--- src/rtl/uart_pkg.sv ---
// Shared types and defaults for the UART receive path.
package uart_pkg;

  localparam int unsigned UART_DATA_BITS     = 8;
  localparam int unsigned UART_RX_FIFO_DEPTH = 16;

  typedef struct packed {
    logic [UART_DATA_BITS-1:0] data;
    logic                      parity_err;
    logic                      frame_err;
  } uart_rx_entry_t;

endpackage

--- src/rtl/uart_fifo_ram.sv ---
// Simple dual-port storage: synchronous write, asynchronous read.
module uart_fifo_ram #(
  parameter int unsigned WIDTH = 10,
  parameter int unsigned DEPTH = 16,
  localparam int unsigned AW   = $clog2(DEPTH)
) (
  input  logic             clk,
  input  logic             we,
  input  logic [AW-1:0]    waddr,
  input  logic [WIDTH-1:0] wdata,
  input  logic [AW-1:0]    raddr,
  output logic [WIDTH-1:0] rdata
);

  logic [WIDTH-1:0] mem [DEPTH];

  always_ff @(posedge clk) begin
    if (we) begin
      mem[waddr] <= wdata;
    end
  end

  assign rdata = mem[raddr];

endmodule

--- src/rtl/uart_rx_fifo.sv ---
// First-word-fall-through receive FIFO with per-entry error flags and a sticky overrun flag.
module uart_rx_fifo
  import uart_pkg::*;
#(
  parameter int unsigned DATA_BITS = UART_DATA_BITS,
  parameter int unsigned DEPTH     = UART_RX_FIFO_DEPTH,
  localparam int unsigned PtrW     = $clog2(DEPTH),
  localparam int unsigned CntW     = PtrW + 1
) (
  input  logic                 clk,
  input  logic                 reset_n,
  input  logic [DATA_BITS-1:0] in_data,
  input  logic                 in_parity_err,
  input  logic                 in_frame_err,
  input  logic                 in_ready_lvl,
  output logic [DATA_BITS-1:0] rd_data,
  output logic                 rd_parity_err,
  output logic                 rd_frame_err,
  output logic                 rd_valid,
  input  logic                 rd_ready,
  output logic [CntW-1:0]      count,
  output logic                 full,
  output logic                 empty,
  output logic                 overrun,
  input  logic                 overrun_clr
);

  if (DEPTH < 2 || (DEPTH & (DEPTH - 1)) != 0) begin : g_bad_depth
    $fatal(1, "uart_rx_fifo: DEPTH must be a power of 2 and at least 2");
  end

  // Same field layout as uart_rx_entry_t, sized by this instance's DATA_BITS.
  typedef struct packed {
    logic [DATA_BITS-1:0] data;
    logic                 parity_err;
    logic                 frame_err;
  } entry_t;

  logic [PtrW-1:0] wr_ptr_q, wr_ptr_d, rd_ptr_q, rd_ptr_d;
  logic [CntW-1:0] count_q, count_d;
  logic            in_ready_q, overrun_q, overrun_d;
  logic            wr_fire, rd_fire, wr_en, drop;
  entry_t          wr_entry, rd_entry;

  assign empty    = (count_q == '0);
  assign full     = (count_q == CntW'(DEPTH));
  assign rd_valid = ~empty;
  assign count    = count_q;
  assign overrun  = overrun_q;

  // Receiver holds data_ready for a whole tick period; capture on its rising edge only.
  assign wr_fire = in_ready_lvl & ~in_ready_q;
  assign rd_fire = rd_valid & rd_ready;
  // When full, a simultaneous read frees the head slot, which is the slot being written.
  assign wr_en   = wr_fire & (~full | rd_fire);
  assign drop    = wr_fire & full & ~rd_fire;

  assign wr_entry = '{data: in_data, parity_err: in_parity_err, frame_err: in_frame_err};

  always_comb begin
    wr_ptr_d  = wr_ptr_q;
    rd_ptr_d  = rd_ptr_q;
    count_d   = count_q;
    overrun_d = overrun_q;
    if (wr_en) wr_ptr_d = wr_ptr_q + PtrW'(1);
    if (rd_fire) rd_ptr_d = rd_ptr_q + PtrW'(1);
    unique case ({wr_en, rd_fire})
      2'b10:   count_d = count_q + CntW'(1);
      2'b01:   count_d = count_q - CntW'(1);
      default: count_d = count_q;
    endcase
    if (drop) begin
      overrun_d = 1'b1;
    end else if (overrun_clr) begin
      overrun_d = 1'b0;
    end
  end

  always_ff @(posedge clk or negedge reset_n) begin
    if (!reset_n) begin
      wr_ptr_q   <= '0;
      rd_ptr_q   <= '0;
      count_q    <= '0;
      in_ready_q <= 1'b0;
      overrun_q  <= 1'b0;
    end else begin
      wr_ptr_q   <= wr_ptr_d;
      rd_ptr_q   <= rd_ptr_d;
      count_q    <= count_d;
      in_ready_q <= in_ready_lvl;
      overrun_q  <= overrun_d;
    end
  end

  uart_fifo_ram #(
    .WIDTH($bits(entry_t)),
    .DEPTH(DEPTH)
  ) u_ram (
    .clk  (clk),
    .we   (wr_en),
    .waddr(wr_ptr_q),
    .wdata(wr_entry),
    .raddr(rd_ptr_q),
    .rdata(rd_entry)
  );

  assign rd_data       = rd_entry.data;
  assign rd_parity_err = rd_entry.parity_err;
  assign rd_frame_err  = rd_entry.frame_err;

endmodule

--- config.mk ---
export PLATFORM = sky130hd
export DESIGN_NAME = uart_rx_fifo
export DESIGN_NICKNAME = d
export VERILOG_FILES = /design/src/rtl/uart_pkg.sv /design/src/rtl/uart_fifo_ram.sv /design/src/rtl/uart_rx_fifo.sv
export SDC_FILE = /design/constraint.sdc
export NUM_CORES = 1
export LEC_CHECK = 0
export BUFFER_PORTS_ARGS = -buffer_cell sky130_fd_sc_hd__buf_2
export CORE_AREA = 2 2 102 124
export CTS_BUF_LIST = sky130_fd_sc_hd__clkbuf_8 sky130_fd_sc_hd__clkbuf_16
export DETAILED_ROUTE_END_ITERATION = 6
export DIE_AREA = 0 0 104 126
export HOLD_SLACK_MARGIN = 0.12
export PLACE_DENSITY = 0.77
export RECOVER_POWER = 50
export SETUP_SLACK_MARGIN = 0.5
export SLEW_MARGIN = 20
export SYNTH_ARGS = -nofsm -noshare
export SYNTH_HDL_FRONTEND = slang
export SYNTH_SLANG_ARGS = --single-unit
--- constraint.sdc ---
create_clock -name clk -period 3.2 [get_ports clk]
set_input_delay 0.32 -clock clk [delete_from_list [all_inputs] [get_ports clk]]
set_output_delay 0.32 -clock clk [all_outputs]
set_load 0.01 [all_outputs]
==> results.md <==
- Depth of the CTS H-tree: 4
- Clock-pin slew reported for the worst setup and hold paths after clock tree synthesis: 0.06 ns
- Clock tree from TritonCTS: done
- Via density: just over 6
- Power Dens Cells: 851 mW/mm^2
- Syn_area_per_cell: 19.3 um^2
- Peak Freq: 389 MHz
- Global-route wire length before repair: 22.7 mm
- Full die area: 0.0131 mm^2
- Fraction of the mapped netlist area in simple logic gates: 0.0395
- Wire length per cell: ~25 um
- Sequential cell fraction of total power: 0.421
- Worst Path Arrival: 2.25 ns
- Latest clock arrival within the worst-skew pair: 0.43 ns
- Clock buffer count from CTS: 17
- Cell count after synthesis: 365
- Final setup vio count: 0
- WL final: 14.9 mm
- Maximum fanout along the worst path: 17
- Detailed-routing iteration count for the pre-antenna-repair pass: 5
- Main combinational cell family by area after synthesis: multiplexers
- Number of core rows: 44
- Root Driver: clkbuf_16
- GRT Resource Usage Total: 0.244
- Reg-to-reg critical path startpoint: count[1]
- RSZ-0062 raised after global routing: no
- Violation count after the first detailed-routing iteration: 296
- Time the worst path needs with I/O delays and setup: around 2.6 ns
- Static power due to leakage: 2.78 nW
- Type of destination of the critical path: output port
- Share of final-layout standard cells stronger than drive strength 1: 0.270
- Reg2Reg Capture Point: count[4]
- Clock skew after layout: 0.00546 ns
- Final HPWL DP: between 8 and 9 mm
- Post-route DRC: 0
- Synthesized area: between 0.007 and 0.008 mm^2
- Number of sinks driven by the clock tree: 175
- Net Sw Frac: 0.306
- Post-route antenna net violation count: 0
- Required time of the critical path: 2.88 ns
- Total power: between 6 and 7 mW
- Slew at the pin closest to its max-slew limit: 0.830 ns
- Origin of the worst min-delay path: rd_ready
- Clk pwr share: 0.278
- Area of the placeable core: 0.0119 mm^2
- Number of warnings printed during yosys synthesis: 0
- Sequential element share of the synthesized area: 0.737
- Hold EP: count[2]
- Largest net degree at the start of global routing: 29
- Portion of netlist area occupied by mux cells: 0.134
- Gpl congestion: 0.853
- Number of I/O port buffers: 33
- Overflow after GRT: 0
- Net switching power: 2.12 mW
- Internal power consumption: about 4.8 mW
- Bufs on Longest Clock Path: 2
- Period utilization: 0.804
- Sort of element at the start of the critical path: flop
- Setup TNS after final layout: 0 ns
- Compound-gate portion of the synthesized area: 0.0473
- Top Ports: 34
- Worst voltage drop across the vdd grid: 0.570 mV
- Combinational share of power: 0.301
- Via count of the first global-routing pass: 4016
- Register-to-register setup slack: 0.66 ns
- Number of slew-limit violations in the final report: 0
- Final Hold Vio Count: 0
- Post-synthesis share of cell area spent on xor and xnor gates: 0.00996
- Total of flip-flops plus latches after synthesis: approximately 180
- Yosys cell types: 41
- Number of violations of the max-capacitance limit: 0
- Starting density of the core: 0.591
- Via count: 3697
- Result of the run: complete, no violations
- Worst hold path type: input port to flop
- Overall die width: 104 um
- Initial antenna violation count: 0
- Diodes inserted: 0
- Worst Hold Path Cells: 2
- Cell depth of the worst flop-to-flop path: 8
- Net total in the final layout: 451
- Relative area change from synthesis to final layout: 15.5%
- Critical Setup Path Class: flop to output port
- Chip Height: 126 um
- Post-synthesis net count: 389
- Headroom to the max-slew limit: 0.446
- Adder-Cell Fraction of Synth Area: 0.0171
## worst max path at each step
stage	from	end	slack [ns]	cells past startpoint
after CTS	rd_ptr_q[1]	rd_data[1]	0.61	5
after global routing	rd_ptr_q[1]	rd_frame_err	0.53	5
after detailed placement	count[1]	count[4]	0.64	8
after floorplan	count[1]	count[4]	0.83	8
final	rd_ptr_q[1]	rd_data[7]	0.63	5
after global placement	count[1]	count[4]	0.73	8
## synthesized netlist by cell type
master       n  share of area
nand4_1      1        0.00089
edfxtp_1   160           0.68
nor2b_1      3         0.0027
o21ba_2      1         0.0014
buf_2        6         0.0043
o211ai_2     1         0.0018
buf_1        3         0.0016
o22a_1       1         0.0012
o21ai_2      1         0.0012
xnor2_1      7         0.0087
nor3_1       5         0.0036
a32o_1       1         0.0014
a31oi_2      1         0.0018
nor2_1      19          0.010
a41oi_1      1         0.0012
o21ai_0      4         0.0028
clkbuf_2     1        0.00071
nand2_1     19          0.010
mux2i_1      3         0.0043
clkbuf_1     8         0.0043
and2_1       1        0.00089
a22oi_1     21          0.022
a2111oi_0    1         0.0012
mux2_2       1         0.0016
dfrtp_1     15          0.053
or4_4        1         0.0016
o311ai_0     1         0.0012
mux4_2      40           0.13
nor4_4       1         0.0030
xor2_1       1         0.0012
o311ai_1     1         0.0012
a21o_1       2         0.0021
nand3_1      3         0.0021
nand2b_1     5         0.0044
fa_1         1         0.0028
inv_1        9         0.0048
ha_1         8          0.014
a211o_1      1         0.0012
a31oi_1      1        0.00089
o22ai_1      2         0.0018
a21oi_1      3         0.0021
## through the flow
| step | worst slack (ns) | cell area [um^2] | utilization | cells | hold slack [ns] |
|---|---|---|---|---|---|
| floorplan | 0.828 | 7030 | - | 365 | 0.0244 |
| global placement | 0.733 | 7550 | 0.635 | 566 | 0.241 |
| detailed placement | 0.644 | 7550 | 0.635 | 566 | 0.251 |
| CTS | 0.609 | 8140 | 0.684 | 601 | 0.230 |
| global route | 0.526 | 8120 | 0.683 | 601 | 0.246 |
| finish | 0.626 | 8120 | 0.683 | 601 | 0.238 |
## registers in the layout, summed over array words and instances, names as in the netlist
signal	cells
overrun	1
u_ram.mem	160
rd_ptr_q	4
wr_ptr_q	4
in_ready_q	1
count	5
## metal layers
metal / global-route usage / up-vias / part of all wire
li1: - / 1596 / -
met1: 0.304 / 1883 / 0.38
met2: 0.409 / 176 / 0.52
met3: 0.0626 / 42 / 0.070
met4: 0.107 / 0 / 0.033
met5: 0 / - / 0
## power groups by stage
stage	combinational, mW	clock [mW]	sequential (mW)
after floorplan	1.51	0	2.84
after global placement	2.04	0	2.93
after detailed placement	2.09	0	2.95
after CTS	2.11	1.94	2.91
after global routing	2.27	2.03	2.93
final	2.08	1.92	2.91
## final cells by class
cell class | instances | area [um^2]
Sequential cell | 175 | 5180
Timing Repair Buffer | 61 | 373
Clock inverter | 11 | 48.8
Clock buffer | 21 | 514
Fill cell | 783 | 3770
Inverter | 9 | 33.8
Multi-Input combinational cell | 163 | 1770
Tap cell | 161 | 201
## repair_timing
item / CTS / global route
gates resized for setup: 0 / 3
endpoints found under the hold margin: 17 / 0
buffers inserted: 0 / 0
setup endpoints to repair: 0 / 1
hold buffers: 3 / 0
## cells in the final DEF (no fill, tap or decap), types with 3 or more instances in the layout
cell type and count:
edfxtp_1 160, mux4_2 40, buf_4 24, a22oi_1 21
clkbuf_16 20, nor2_1 19, nand2_1 19, clkbuf_1 18
inv_1 15, buf_2 15, dfrtp_1 13, ha_1 8
xnor2_1 7, nand2b_1 5, o21ai_0 5, nor3_2 4
nor2b_1 3, nand3_1 3, mux2i_1 3, clkinv_2 3
dlygate4sd3_1 3
## worst max-delay path: stages (launching register included)
cell     delay, ns
dfrtp_2       0.65
buf_4         0.36
mux4_2        0.34
a22oi_1       0.23
nand2_1       0.08
buf_2         0.15
## logic make-up after synthesis
logic type               Yosys count
XOR/XNOR                           8
multiplexers                      44
AO/OA/AOI/OAI                     44
adder cells (fa/ha/maj)            9
flip-flops                       175
AND/OR/NAND/NOR                   58
buffers and inverters             27
Note: power is estimated with default switching activity, not from simulation.
